<file path="src/rtl/mips_mdu_pkg.sv">
// Shared definitions for the MIPS multiply/divide unit: op encodings,
// controller states and multiplier operand width.
package mips_mdu_pkg;

  localparam int unsigned MUL_W = 33;

  typedef enum logic [2:0] {
    OP_NOP   = 3'd0,
    OP_MULT  = 3'd1,
    OP_MULTU = 3'd2,
    OP_MTHI  = 3'd3,
    OP_MTLO  = 3'd4,
    OP_MFHI  = 3'd5,
    OP_MFLO  = 3'd6
  } op_e;

  typedef enum logic [1:0] {
    ST_IDLE  = 2'd0,
    ST_ISSUE = 2'd1,
    ST_WAIT  = 2'd2,
    ST_WB    = 2'd3
  } state_e;

  function automatic logic is_mul(input logic [2:0] op);
    return (op == OP_MULT) || (op == OP_MULTU);
  endfunction

  // Widen a 32-bit operand to the shared signed multiplier's 33-bit input.
  function automatic logic [MUL_W-1:0] ext33(input logic [31:0] v, input logic sgn);
    return {sgn & v[31], v};
  endfunction

endpackage

</file>
<file path="src/rtl/hilo_mult_ctrl.sv">
// HI/LO register owner and start/busy sequencer for the shared 33-bit
// signed multiplier; stalls the execute stage while a multiply is in flight.
module hilo_mult_ctrl
  import mips_mdu_pkg::*;
#(
  parameter int unsigned START_HOLD = 1
) (
  input  logic              clk,
  input  logic              rst_n,
  input  logic              op_valid,
  input  logic [2:0]        op_code,
  input  logic [31:0]       rs_val,
  input  logic [31:0]       rt_val,
  output logic              stall,
  output logic              rd_valid,
  output logic [31:0]       rd_data,
  output logic [MUL_W-1:0]  mul_a,
  output logic [MUL_W-1:0]  mul_b,
  output logic              mul_start,
  input  logic [63:0]       mul_ab,
  input  logic              mul_busy,
  output logic [31:0]       hi,
  output logic [31:0]       lo,
  output logic              done
);

  localparam logic [2:0] HOLD_LAST = 3'(START_HOLD - 1);

  state_e             state_q;
  logic [2:0]         hold_cnt_q;
  logic               seen_busy_q;
  logic [31:0]        hi_q, lo_q, rd_data_q;
  logic [MUL_W-1:0]   mul_a_q, mul_b_q;
  logic               mul_start_q, rd_valid_q, done_q;
  logic               accept;
  op_e                op;

  assign op     = op_e'(op_code);
  // A multiply must also wait out a busy left over from an aborted operation.
  assign stall  = op_valid & ((state_q != ST_IDLE) | (is_mul(op_code) & mul_busy));
  assign accept = op_valid & ~stall;

  always_ff @(posedge clk or negedge rst_n) begin
    if (!rst_n) begin
      state_q     <= ST_IDLE;
      hold_cnt_q  <= '0;
      seen_busy_q <= 1'b0;
      hi_q        <= '0;
      lo_q        <= '0;
      rd_data_q   <= '0;
      mul_a_q     <= '0;
      mul_b_q     <= '0;
      mul_start_q <= 1'b0;
      rd_valid_q  <= 1'b0;
      done_q      <= 1'b0;
    end else begin
      rd_valid_q <= 1'b0;
      done_q     <= 1'b0;
      unique case (state_q)
        ST_IDLE: begin
          if (accept) begin
            case (op)
              OP_MULT, OP_MULTU: begin
                mul_a_q     <= ext33(rs_val, op == OP_MULT);
                mul_b_q     <= ext33(rt_val, op == OP_MULT);
                mul_start_q <= 1'b1;
                hold_cnt_q  <= '0;
                seen_busy_q <= 1'b0;
                state_q     <= ST_ISSUE;
              end
              OP_MTHI: hi_q <= rs_val;
              OP_MTLO: lo_q <= rs_val;
              OP_MFHI: begin
                rd_data_q  <= hi_q;
                rd_valid_q <= 1'b1;
              end
              OP_MFLO: begin
                rd_data_q  <= lo_q;
                rd_valid_q <= 1'b1;
              end
              default: ;
            endcase
          end
        end
        ST_ISSUE: begin
          if (mul_busy) seen_busy_q <= 1'b1;
          if (hold_cnt_q == HOLD_LAST) begin
            mul_start_q <= 1'b0;
            state_q     <= ST_WAIT;
          end else begin
            hold_cnt_q <= hold_cnt_q + 3'd1;
          end
        end
        ST_WAIT: begin
          // The product is only trusted once busy has been seen and then dropped.
          if (mul_busy) seen_busy_q <= 1'b1;
          else if (seen_busy_q) state_q <= ST_WB;
        end
        ST_WB: begin
          hi_q    <= mul_ab[63:32];
          lo_q    <= mul_ab[31:0];
          done_q  <= 1'b1;
          state_q <= ST_IDLE;
        end
      endcase
    end
  end

  assign hi        = hi_q;
  assign lo        = lo_q;
  assign rd_data   = rd_data_q;
  assign rd_valid  = rd_valid_q;
  assign mul_a     = mul_a_q;
  assign mul_b     = mul_b_q;
  assign mul_start = mul_start_q;
  assign done      = done_q;

endmodule

</file>
<file path="config.mk">
export PLATFORM = sky130hd
export DESIGN_NAME = hilo_mult_ctrl
export DESIGN_NICKNAME = d
export VERILOG_FILES = /design/src/rtl/mips_mdu_pkg.sv /design/src/rtl/hilo_mult_ctrl.sv
export SDC_FILE = /design/constraint.sdc
export NUM_CORES = 1
export LEC_CHECK = 0
export CELL_PAD_IN_SITES_DETAIL_PLACEMENT = 0
export CELL_PAD_IN_SITES_GLOBAL_PLACEMENT = 1
export CORE_MARGIN = 4
export CORE_UTILIZATION = 31
export CTS_BUF_LIST = sky130_fd_sc_hd__clkbuf_2
export DETAILED_ROUTE_END_ITERATION = 8
export PLACE_DENSITY = 0.8
export SYNTH_ARGS = -nofsm -noshare
export SYNTH_HDL_FRONTEND = slang
export SYNTH_SLANG_ARGS = --single-unit
</file>
<file path="constraint.sdc">
create_clock -name clk -period 2 [get_ports clk]
set_input_delay 0.2 -clock clk [delete_from_list [all_inputs] [get_ports clk]]
set_output_delay 0.2 -clock clk [all_outputs]
set_load 0.05 [all_outputs]
</file>
* After elaboration in Yosys (flattened, before gate mapping)
Cells that the tools add are included.
** Cells by class
- Eq/ne operators :: 18
- Add/subtract/negate cells :: 1
- Reduce and logical (&&, ||, !) cells :: 19
- Muxes and demuxes :: 29
- Bitwise operators :: 7
** Operators by type and width (count)
- $pmux 32 s2 :: 3
- $mux 32 :: 4
- $reduce_and 3->1 :: 4
- $reduce_and 4->1 :: 3
- $mux 1 :: 10
- $mux 2 :: 5
- $ne 2x2->1 const B :: 5
- $reduce_bool 2->1 :: 5
- $eq 3x3->1 const B :: 3
- $mux 3 :: 3
- $ne 2x1->1 const B :: 4
- $pmux 2 s4 :: 1
- $eq 3x2->1 const B :: 2
- $pmux 3 s2 :: 1
- $reduce_or 2->1 :: 3
- $and 1x1->1 :: 5
- $reduce_and 5->1 :: 1
- $eq 2x2->1 const B :: 2
- $pmux 1 s2 :: 2
- $add 3x1->3 const B :: 1
- $eq 3x1->1 const B :: 1
- $logic_not 3->1 :: 1
- $eq 2x1->1 const B :: 1
- $logic_not 2->1 :: 1
- 3 further kinds :: 3
** Word-level totals
- Bits of input ports :: 135
- Word-level logic and storage cells :: 85
- Register bits :: 171
- Output and inout bits :: 166

* Longest topological paths before layout
Gate-level depths: netlist of run 1.
- Depth after elaboration :: 9
- Depth in mapped cells :: 8

* Worst setup path before layout of run 1
No wires, ideal clock.
- Kind :: flip-flop to output port
- From :: register state_q[0]
- To :: output port stall
- Setup slack :: -0.391 ns
- Path buffers :: 2
- Data required time :: 1.800 ns
- Data arrival time :: 2.191 ns
- Stages on the path, launching flop included :: 6
- Cells stage by stage :: dfrtp_1 inv_1 ha_1 clkbuf_1 clkbuf_1 a21boi_0
** On the way
- Longest elaborated chain between the ends :: 3
** RTL lines
- start, declared :: line hilo_mult_ctrl.sv:29 : state_e state_q;
- start signal, assigned :: line hilo_mult_ctrl.sv:45 : state_q <= ST_IDLE;
- start signal, assigned :: line hilo_mult_ctrl.sv:69 : state_q <= ST_ISSUE;
- start signal, assigned :: line hilo_mult_ctrl.sv:89 : state_q <= ST_WAIT;
- $reduce_bool 2->1 :: line hilo_mult_ctrl.sv:40 : assign stall = op_valid & ((state_q != ST_IDLE) | (is_mul(op_code) & mul_busy));
- $or 1x1->1 :: line hilo_mult_ctrl.sv:40
- $and 1x1->1 :: line hilo_mult_ctrl.sv:40
- end, declared :: line hilo_mult_ctrl.sv:14 : output logic stall,
No other way between the ends.

* Final worst setup path of run 1
- From :: register state_q[1]
- To :: output port stall
Same word-level chain as after synthesis.

==> out/qor.csv, run 1 <==
stage,metric,value,unit
status,status,"complete, no violations",
route,drtIter0Drc,481,
timing,slew_headroom,0.635,
route,ant_nets,0,
clock_tree,cts_inserted_buffers,17,
worst_hold_path,worstHoldStart,mul_ab[43],
power_and_ir_drop,sw_frac_of_total,0.531,
power_and_ir_drop,p_switching,11.8,mW
logic_synthesis,synth_area_per_cell,9.56,um^2
logic_synthesis,yosysTopAreaCell,dfrtp_1,
power_and_ir_drop,p_comb_frac,0.622,
critical_path,crit_chain,"inv_2, ha_4, buf_6, a21boi_4, buf_12",
power_and_ir_drop,power.total,22.2,mW
critical_path,worstSetupStartpointType,flip-flop,
finish,nFillCells,2476,
critical_path,critPathLaunch,state_q[1],
route,drc,0,
finish,nets,1367,
route,drt_wl_total,30600,um
global_route,antenna_found_initial,4,
logic_synthesis,synth-seq-cells,171,
place,dp_hpwl,20700,um
timing,fmax,0.510,GHz
power_and_ir_drop,vdd_drop_max,0.000916,V
timing,fin_skew,0.0411,ns
worst_hold_path,hp-class,in -> reg,
clock_tree,clock_latency,0.73,ns
floorplan,row_count,59,
clock_tree,clk_pin_slew,0.29,ns
timing,tightestPinTransition,0.550,ns
critical_path,crit_buf_inv,3,
timing,slew_violations,0,
critical_path,r2r_start,state_q[1],
power_and_ir_drop,pwr-share-clk,0.095,
timing,setup_violations,0,
logic_synthesis,synth_cell_types,34,
timing,period_share,0.980,
global_route,grt_pass1_vias,8029,
power_and_ir_drop,pwr-share-seq,0.283,
logic_synthesis,netlist_area,0.00816,mm^2
logic_synthesis,yosysTopAreaCellShare,0.525,
clock_tree,clk_path_buf_depth,2,
floorplan,die_h,170,um
route,viasPerCell,5.07,
global_route,grt_overflow_total,0,
critical_path,critPathMaxStageDelay,0.42,ns
critical_path,critPathKind,reg -> out,
global_route,grt_usage,0.206,
place,finalWeightedCongestion,0.800,
place,port_buffers,300,
finish,area_growth,56.1,%
global_route,grt_max_degree,73,
finish,final_common_cell,nand2_1,
logic_synthesis,synth.area.top_cells,"dfrtp_1, o22ai_1, nand2_1",
critical_path,end_kind,output pin,
run,maxCapViolCount,0,
logic_synthesis,postSynthCellCount,853,
power_and_ir_drop,p_per_area,1740,mW/mm^2
floorplan,coreArea,0.0260,mm^2
logic_synthesis,ys_seq_area_frac,0.525,
floorplan,die_area,0.0290,mm^2
logic_synthesis,synth_fp_nets,995,
critical_path,crit_family,flip-flops,
route,post_drt_wl_per_cell,19.4,um
logic_synthesis,yosysWarnings,0,
timing,rsz0062_at_grt,yes,
route,vias,7991,
global_route,grt_pass1_wl,46600,um
critical_path,critPathArrivalTime,1.76,ns
finish,mostFrequentLayoutCells,"nand2_1, dfrtp_1, clkdlybuf4s50_1",
critical_path,cp.required,1.80,ns
place,postPlaceCellArea,0.0120,mm^2
floorplan,num_io_pins,301,
floorplan,die-width,170,um
clock_tree,cts_tree,built,
power_and_ir_drop,p_leak,5.81,nW
timing,period_needed,1.96,ns
clock_tree,root_buffer,clkbuf_2,
critical_path,cp_slowest_cell,dfrtp_1,
route,firstDrtPassIters,4,
finish,final_design_area_no_fill,0.0127,mm^2
clock_tree,cts_num_sinks,171,
timing,hold_ws,0.0991,ns
timing,hold_violations,0,
finish,drive_above_1_share,0.226,
clock_tree,htreeDepth,4,
critical_path,cp_max_fo,2,
power_and_ir_drop,p_int,10.4,mW
floorplan,start_util,0.314,
Yosys cell counts, drive strengths merged:
| cell type | n |
|---|---|
| a21oi | 98 |
| nand2b | 3 |
| a21boi | 3 |
| nor4 | 1 |
| o32a | 1 |
| or4 | 1 |
| o22ai | 129 |
| clkbuf | 66 |
| inv | 6 |
| or3 | 1 |
| mux2i | 34 |
| o22a | 1 |
| and4b | 1 |
| nor2b | 1 |
| dfrtp | 171 |
| mux2 | 65 |
| nor2 | 35 |
| and2 | 1 |
| buf | 4 |
| a221o | 2 |
| nor3b | 2 |
| xnor2 | 1 |
| o211ai | 1 |
| ha | 7 |
| nand3 | 4 |
| a31oi | 2 |
| and3 | 1 |
| o21ai | 1 |
| nor4bb | 1 |
| nand2 | 207 |
| nand3b | 1 |
| o221ai | 1 |
path summary, 6_finish.rpt:
path                       cells past startpoint         end  slack (ns)
setup / recovery                               5       stall        0.04
min in group asynchronous                      4   mul_b[28]        0.60
hold / removal                                 3      hi[11]         0.1
setup reg to reg                               6  state_q[1]        0.09
max in group asynchronous                      4   mul_a[11]        1.07
hold reg to reg                                2   mul_b[32]        0.50
through the flow:
stage	setup TNS [ns]	cells	setup WS, ns	utilization
final	0	1575	0.0403	0.490
after global routing	-0.146	1575	-0.146	0.490
after CTS	-0.180	1564	-0.0954	0.496
after detailed placement	-17.52	1466	-0.353	0.460
after global placement	-14.90	1466	-0.332	0.460
after floorplan	0	853	0.00119	-
cell families (layout without fill, tap and decap cells):
logic type | after synthesis | count (layout) | share of synthesized area
adder cells (fa/ha/maj) | 7 | 7 | 0.0107
AND/OR/NAND/NOR | 260 | 260 | 0.126
flip-flops | 171 | 171 | 0.525
AO/OA/AOI/OAI | 239 | 239 | 0.171
XOR/XNOR | 1 | 1 | 0.00107
other | 0 | 3 | 0
buffers and inverters | 76 | 460 | 0.0353
multiplexers | 99 | 99 | 0.131
area by class of cell:
| cell class | count | area (um^2) | area share |
|---|---|---|---|
| Tap cell | 335 | 419 | 0.0329 |
| Antenna cell | 3 | 7.51 | 0.000590 |
| Multi-Input combinational cell | 606 | 3660 | 0.288 |
| Clock buffer | 17 | 85.1 | 0.00668 |
| Inverter | 6 | 22.5 | 0.00177 |
| Sequential cell | 171 | 4280 | 0.336 |
| Clock inverter | 14 | 186 | 0.0146 |
| Timing Repair Buffer | 423 | 4070 | 0.319 |
worst min-delay path: cells and delay by family:
family / cells / cell delay [ns]
buffers and inverters: 1 / 0.42
AOI/OAI and AO/OA: 2 / 0.23
per-layer routing:
layer / vias to the layer above / global-route usage / wire (um)
met4: 2 / 0.0819 / 920
met5: - / 0 / 8
li1: 3794 / - / -
met3: 46 / 0.0458 / 1960
met1: 3897 / 0.260 / 12900
met2: 252 / 0.343 / 14800
power by group through the flow:
stage	clock network [mW]	logic, mW	registers, mW
CTS	2.20	14.1	6.27
global route	2.35	14.6	6.54
floorplan	0	4.17	11.7
global placement	0	14.5	6.32
finish	2.10	13.8	6.28
detailed placement	0	14.7	6.37
timing repair:
| action | CTS | global route |
|---|---|---|
| hold buffers | 66 | 8 |
| hold endpoints to repair | 235 | 8 |
| pin swaps | 3 | 1 |
| setup endpoints to repair | 196 | 90 |
| gates resized for setup | 306 | 121 |
| setup buffers | 1 | 0 |
flip-flops by register name, summed over array words and instances, names as in the netlist, 2 cells and up:
name / cells
mul_a: 33
mul_b: 33
hi: 32
lo: 32
rd_data: 32
hold_cnt_q: 3
state_q: 2
(Power assumes the default switching activity.)
==> inputs of run 2 (changes only) <==
MAX_ROUTING_LAYER = met4   (was default)
==> out/qor.csv, run 2 (same netlist as run 1, synthesis figures left out) <==
stage,metric,value,unit
floorplan,die-width,170,um
critical_path,r2r_cells,6,
timing,tightestPinTransition,0.556,ns
timing,period_needed,1.97,ns
critical_path,worstSetupStartpointType,flip-flop,
power_and_ir_drop,pwr-share-seq,0.283,
critical_path,rr_endpoint,state_q[1],
route,vias,7981,
clock_tree,cts_num_sinks,171,
timing,finalSetupTns,0,ns
route,wl_met2,14900,um
power_and_ir_drop,p_per_area,1740,mW/mm^2
clock_tree,clock_latency,0.72,ns
critical_path,critPathArrivalTime,1.77,ns
power_and_ir_drop,p_comb_frac,0.622,
global_route,antenna_found_initial,4,
global_route,grt_usage,0.212,
timing,fmax,0.508,GHz
critical_path,crit_path_end,stall,
floorplan,num_io_pins,301,
timing,setup_violations,0,
place,port_buffers,300,
route,drc,0,
critical_path,r2r_start,state_q[1],
critical_path,critPathLaunch,state_q[1],
finish,final_design_area_no_fill,0.0127,mm^2
floorplan,die_h,170,um
worst_hold_path,hp-class,in -> reg,
timing,hold_violations,0,
floorplan,row_count,59,
finish,mostFrequentLayoutCells,"nand2_1, dfrtp_1, clkdlybuf4s50_1",
power_and_ir_drop,vdd_drop_max,0.000914,V
finish,drive_above_1_share,0.226,
place,finalWeightedCongestion,0.813,
timing,hold_ws,0.109,ns
power_and_ir_drop,sw_frac_of_total,0.531,
route,viasPerCell,5.06,
floorplan,start_util,0.314,
route,firstDrtPassIters,5,
critical_path,critPathKind,reg -> out,
critical_path,cp.required,1.80,ns
global_route,grt_pass1_vias,8056,
global_route,grt_max_degree,73,
finish,fin_cells,1576,
place,postPlaceCellArea,0.0120,mm^2
timing,rsz0062_at_grt,yes,
route,drt_wl_total,30700,um
timing,period_share,0.983,
clock_tree,htreeDepth,4,
critical_path,end_kind,output pin,
timing,fin_skew,0.0293,ns
route,highest_layer,met4,
global_route,grt_overflow_total,0,
status,status,"complete, no violations",
power_and_ir_drop,pwr-share-clk,0.095,
global_route,grt_pass1_wl,46600,um
power_and_ir_drop,power.total,22.2,mW
clock_tree,clk_pin_slew,0.29,ns
route,post_drt_wl_per_cell,19.5,um
place,dp.cells,1466,
critical_path,cp_max_fo,2,
clock_tree,clk_path_buf_depth,2,
finish,final_common_cell,nand2_1,
critical_path,r2r_slack,0.09,ns
finish,nets,1367,
power_and_ir_drop,p_switching,11.8,mW
route,ant_nets,0,
clock_tree,cts_tree,built,
clock_tree,root_buffer,clkbuf_2,
run,maxCapViolCount,0,
clock_tree,cts_inserted_buffers,17,
finish,area_growth,56.1,%
place,dp_hpwl,20700,um
timing,slew_headroom,0.629,
route,drtIter0Drc,511,
power_and_ir_drop,p_leak,5.81,nW
route,wl_met1,13100,um
floorplan,die_area,0.0290,mm^2
route,wl_met3,1820,um
timing,slew_violations,0,
power_and_ir_drop,p_int,10.4,mW
floorplan,coreArea,0.0260,mm^2
[run 2: cell types whose count changed in the layout (fill, tap and decap cells not counted), sizes merged]
cell,previous run,this run
diode,3,4
[run 2: how the worst min path moves through the flow]
stage,from,endpoint,slack (ns),cells past startpoint
final,mul_ab[43],hi[11],0.11,3
after floorplan,rst_n,done,-0.1,0
after CTS,mul_ab[17],lo[17],0.0004,3
after global placement,rst_n,mul_b[26],0.22,1
after detailed placement,rst_n,mul_b[26],0.22,1
after global routing,mul_ab[9],lo[9],0.007,3
[run 2: critical path: stages (launching register included)]
cell,delay (ns)
dfrtp_1,0.42
inv_2,0.06
ha_4,0.16
buf_6,0.12
a21boi_4,0.14
buf_12,0.15
[run 2: stage by stage]
step           utilization  worst slack, ns
6_report             0.490           0.0333
5_1_grt              0.490           -0.140
4_1_cts              0.496          -0.0954
3_5_place_dp         0.460           -0.353
3_3_place_gp         0.460           -0.332
2_1_floorplan            -          0.00119
[run 2: timing repair]
item,4_1_cts,5_1_grt
hold buffers,66,8
buffers inserted,1,0
endpoints found under the setup margin,196,90
pin swaps,3,1
endpoints found under the hold margin,235,8
gates resized for setup,306,121
gates cloned,0,0
[run 2: final cells by class]
| cell class | instances | area [um^2] |
|---|---|---|
| Antenna cell | 4 | 10.0 |
| Multi-Input combinational cell | 606 | 3660 |
| Inverter | 6 | 22.5 |
| Sequential cell | 171 | 4280 |
| Tap cell | 335 | 419 |
| Timing Repair Buffer | 423 | 4070 |
| Fill cell | 2476 | 13300 |
| Clock buffer | 17 | 85.1 |
| Clock inverter | 14 | 186 |
[run 2: power groups by stage]
stage | clock, mW | sequential, mW | combinational (mW)
6_report | 2.11 | 6.29 | 13.8
5_1_grt | 2.35 | 6.54 | 14.6
4_1_cts | 2.20 | 6.27 | 14.1
3_5_place_dp | 0 | 6.37 | 14.7
3_3_place_gp | 0 | 6.32 | 14.5
2_1_floorplan | 0 | 11.7 | 4.17
[run 2: routing by layer]
| layer | global-route usage | vias to the layer above |
|---|---|---|
| li1 | - | 3799 |
| met1 | 0.262 | 3888 |
| met2 | 0.342 | 252 |
| met3 | 0.0439 | 42 |
| met4 | 0.0816 | 0 |
| met5 | - | - |
==> variant 1, RTL diff (flow settings as in run 1) <==
The 4 states of `state_e` get a one-hot encoding in 4 bits.
--- a/src/rtl/mips_mdu_pkg.sv
+++ b/src/rtl/mips_mdu_pkg.sv
@@ -14,11 +14,11 @@
     OP_MFLO  = 3'd6
   } op_e;
 
-  typedef enum logic [1:0] {
-    ST_IDLE  = 2'd0,
-    ST_ISSUE = 2'd1,
-    ST_WAIT  = 2'd2,
-    ST_WB    = 2'd3
+  typedef enum logic [3:0] {
+    ST_IDLE  = 4'b0001,
+    ST_ISSUE = 4'b0010,
+    ST_WAIT  = 4'b0100,
+    ST_WB    = 4'b1000
   } state_e;
 
   function automatic logic is_mul(input logic [2:0] op);
Function: same outputs for any inputs over 4 cycles, from zero or initial values and one cycle with rst_n low; so few cycles prove little.
==> variant 1 against run 1 <==
The run now ends with negative setup slack left; sequential cell count rose by 2; area after synthesis decreased by 5.6%; final cell count is 13% lower; count of clock-buffer cells in the layout increased by 2; wire length shrank 19%; first-iteration DRC count down 36%; die area shrank 5.3%; via count fell by 22%; sequential share of layout area grew 2.4 points; critical path depth fell by 1; worst setup slack worse by 0.15 ns; design area decreased by 5.6%; critical path type unchanged.
Power is not compared: it rests on default switching activity, and its combinational part moved more than twofold at a synthesized area within 25%.
==> variant 1: results (changes against run 1) <==
| Metric | Value |
|---|---|
| Layout cells sized above 1 | `0.270 (+0.0446)` |
| Area contributors post-synth | `dfrtp_1, mux2i_1, mux2_4` |
| Routability Congestion | `0.778 (-2.8%)` |
| Vias in the first global route | `6797 (-15%)` |
| Sequential area share after synthesis | `0.562 (+0.0377)` |
| DRT iter0 DRCs | `309 (-36%)` |
| Failing checks | `negative setup slack` |
| Slew @ Worst Pin | `0.553 ns (+0.00351 ns)` |
| Compound-Gate Fraction of Synth Area | `0.0725 (-0.0983)` |
| Mux contribution to synthesized area | `0.248 (+0.117)` |
| Setup WS pre-CTS | `-0.0180 ns (+0.335 ns)` |
| Met1 Wirelength | `10800 um (-17%)` |
| # setup viols final | `1 (+1)` |
| Minimum hold slack | `0.126 ns (+0.0267 ns)` |
| Gate count of the mapped netlist | `619 (-27%)` |
| Met1 global-route usage | `0.228 (-0.0324)` |
| Synth cell types | `41 (+21%)` |
| R2r worst-path depth | `5 (-1)` |
| Reg2reg setup slack | `0.11 ns (+0.02 ns)` |
| Final worst slack | `-0.114 ns (-0.154 ns)` |
| R2r startpoint | `state_q[0]` |
| Post-Synth Adder-Cell Area | `0.00325 (-0.00749)` |
| Outcome | `finished, violations left` |
| HPWL Detailed | `16900 um (-18%)` |
| GR Layer Usage met2 | `0.305 (-0.0378)` |
| Routed WL per cell | `18.1 um (-6.8%)` |
| Setup Skew | `0.0366 ns (-0.00447 ns)` |
## variant 1: cell count changes after synthesis, moves of 8 or more
cell | before | now
mux2_4 | 0 | 61
nand2_1 | 207 | 104
o21ai_0 | 1 | 84
buf_6 | 0 | 8
mux2i_1 | 34 | 96
mux2_2 | 64 | 3
nor2_1 | 35 | 1
clkbuf_1 | 66 | 16
a21oi_1 | 98 | 1
o21ai_1 | 0 | 16
o22ai_1 | 129 | 0
## variant 1: cells by family after synthesis
kind of cell	after synthesis
flops	173
xor+xnor	2
simple gates	128
buf+inv	46
fa+ha+maj	2
mux	160
compound gates	108
## variant 1: area by class of cell
type                            count  area (um2)
Fill cell                        2282       12400
Sequential cell                   173        4330
Timing Repair Buffer              433        3880
Multi-Input combinational cell    400        3140
Tap cell                          324         405
Clock inverter                     13         133
Clock buffer                       19        95.1
Inverter                            6        22.5
Antenna cell                        1        2.50
==> variant 2, RTL diff (config.mk and constraints of run 1) <==
Made on the original files. Set the parameter `START_HOLD` to 0 (it was 1).
--- a/src/rtl/hilo_mult_ctrl.sv
+++ b/src/rtl/hilo_mult_ctrl.sv
@@ -3,7 +3,7 @@
 module hilo_mult_ctrl
   import mips_mdu_pkg::*;
 #(
-  parameter int unsigned START_HOLD = 1
+  parameter int unsigned START_HOLD = 0
 ) (
   input  logic              clk,
   input  logic              rst_n,
Function: changed (Yosys sat finds a counterexample within 4 cycles, from zero or initial values and one cycle with rst_n low).
==> variant 2 against run 1 <==
The flow now finishes with violations (negative setup slack); area after synthesis shrank 7.2%; sequential power fell by 1%; design area is 4.5% lower; sequential cell count unchanged; worst setup slack got worse by 0.043 ns; wire length shrank 19%; first-iteration DRC count decreased by 37%; maximum frequency is 2.1% lower; total power shrank 5.0%.
==> variant 2: results (changes against run 1) <==
| Metric | Value |
|---|---|
| Crit-path slowest cell | `dfrtp_1` |
| First-pass GRT wire length | `37600 um (-19%)` |
| Setup Skew | `0.0629 ns (+0.0218 ns)` |
| Initial antenna violation count | `3 (-1)` |
| Synth warn | `0 (unchanged)` |
| Vias in the first global route | `6630 (-17%)` |
| CP arrival | `1.80 ns (+0.04 ns)` |
| Area contributors post-synth | `dfrtp_1, mux2_4, a21oi_1` |
| Failing checks | `negative setup slack` |
| Cells after DPL | `1260 (-14%)` |
| Synth cell types | `31 (-8.8%)` |
| Largest net degree at the start of global routing | `66 (-9.6%)` |
| Worst-Skew Late Latency | `0.78 ns (+0.05 ns)` |
| Hold Path Class | `primary input to register` |
| Final worst slack | `-0.00260 ns (-0.0429 ns)` |
| Filler instances | `2105 (-15%)` |
| Crit path max fanout | `4 (+2)` |
| H-Tree Depth | `4 (unchanged)` |
| Slew HR | `0.647 (+0.0116)` |
| Reg clk slew, reported paths | `0.29 ns (about the same)` |
| Commonest cells post-synth | `dfrtp_1, a21oi_1, nand2_1, mux2_4, o21ai_0` |
| Reg2reg setup slack | `0.22 ns (+0.13 ns)` |
| Share of synthesized registers carrying an async set or reset | `1.00 (unchanged)` |
| Seq pwr share | `0.294 (+0.011)` |
| Pre-Repair DR Iteration Count | `4 (unchanged)` |
| # setup viols final | `1 (+1)` |
| Routability Congestion | `0.765 (-4.3%)` |
| CTS tree | `yes` |
| DRT iter0 DRCs | `304 (-37%)` |
| Int Pwr | `9700 uW (-6.8%)` |
| GRT Total Usage | `0.181 (-0.0246)` |
| Sequential area share after synthesis | `0.565 (+0.0406)` |
| Port bufs | `300 (unchanged)` |
| Post-Syn Area per Cell | `11.5 um2 (+20%)` |
| Pleak | `0.00578 uW (-0.54%)` |
| VDD IR max | `0.762 mV (-17%)` |
| Post-route insts no fill | `1405 (-11%)` |
| Root Buffer | `clkbuf_2` |
| Routed via count | `6342 (-21%)` |
| Layout cells sized above 1 | `0.272 (+0.0463)` |
| HPWL Detailed | `17200 um (-17%)` |
| CTS buffer count | `17 (unchanged)` |
| Largest stage delay on the critical path | `0.43 ns` |
| Syn nets | `801 (-19%)` |
| Outcome | `finished, violations left` |
| Drt total wl | `24800 um (-19%)` |
| Max Buffers Root-to-Sink | `2 (unchanged)` |
| Number of nets in the final layout | `1214 (-11%)` |
-- variant 2: changes by cell type after synthesis, sizes merged, moves of 20 or more --
| cell | before | now |
|---|---|---|
| buf | 4 | 24 |
| clkbuf | 66 | 19 |
| nand2 | 207 | 75 |
| nor2b | 1 | 35 |
| o21ai | 1 | 67 |
| o22ai | 129 | 0 |
-- variant 2: timing repair --
action / in CTS / in global routing
setup endpoints to repair: 166 / 94
hold buffers: 98 / 8
setup buffers: 3 / 4
hold endpoints to repair: 266 / 8
gates resized for setup: 361 / 133
pin swaps: 0 / 1
-- variant 2: kinds of logic (layout without fill, tap and decap cells) --
group                      after synthesis  in the layout  share of synthesized area
adders and majority gates                7              7                     0.0116
and+or+nand+nor                        158            158                     0.0952
DFF                                    171            171                      0.565
muxes                                   98             98                      0.170
xor gates and xnor gates                 2              2                    0.00231
buffers and inverters                   50            476                     0.0344
other                                    0              1                          0
AOI/OAI and AO/OA                      173            173                      0.121
-- variant 2: through the flow --
stage,utilization,area [um2],setup WS [ns],hold WS [ns],TNS [ns]
after floorplan,-,7570,0.219,-0.0956,0
final,0.512,12200,-0.00260,0.0849,-0.00260
after CTS,0.523,12400,-0.192,0.000496,-0.192
after detailed placement,0.467,11100,0.0179,0.202,0
after global placement,0.467,11100,0.0344,0.205,0
after global routing,0.512,12200,-0.172,0.000427,-0.172
-- variant 2: per-layer routing --
layer,track usage,share of wire
met5,0,0.00093
met4,0.0656,0.026
met3,0.0356,0.044
met2,0.310,0.50
met1,0.227,0.42
-- variant 2: area by class of cell --
cell class | instances | area, um2 | area share
repair buffers | 437 | 4110 | 0.338
flip-flops and latches | 171 | 4280 | 0.352
inverters | 7 | 26.3 | 0.00216
clock inverters | 15 | 174 | 0.0143
well taps | 319 | 399 | 0.0328
multi-input cells | 438 | 3080 | 0.254
diodes | 1 | 2.50 | 0.000206
clock buffers | 17 | 85.1 | 0.00700
-- variant 2: worst paths after layout --
check	start	endpoint	cells past startpoint
min in group asynchronous	rst_n	mul_b[3]	4
worst min-delay path	mul_ab[54]	hi[22]	3
worst max register to register	state_q[0]	lo[1]	8
max in group asynchronous	rst_n	hi[7]	4
worst max-delay path	state_q[0]	stall	5
worst min register to register	rd_data[7]	rd_data[7]	2
-- variant 2: power groups by stage --
stage          clock (uW)  combinational (uW)  sequential, uW
2_1_floorplan           0                3330           11700
3_3_place_gp            0               13600            6250
3_5_place_dp            0               13800            6270
4_1_cts              2050               13300            6180
5_1_grt              2180               13700            6440
6_report             1950               13000            6200
-- variant 2: worst max-delay path: cells and delay by family (launching register included) --
kind	cells	cell delay (ns)
buffers and inverters	3	0.35
flip-flops	1	0.43
adder cells (fa/ha/maj)	1	0.17
AO/OA/AOI/OAI	1	0.13
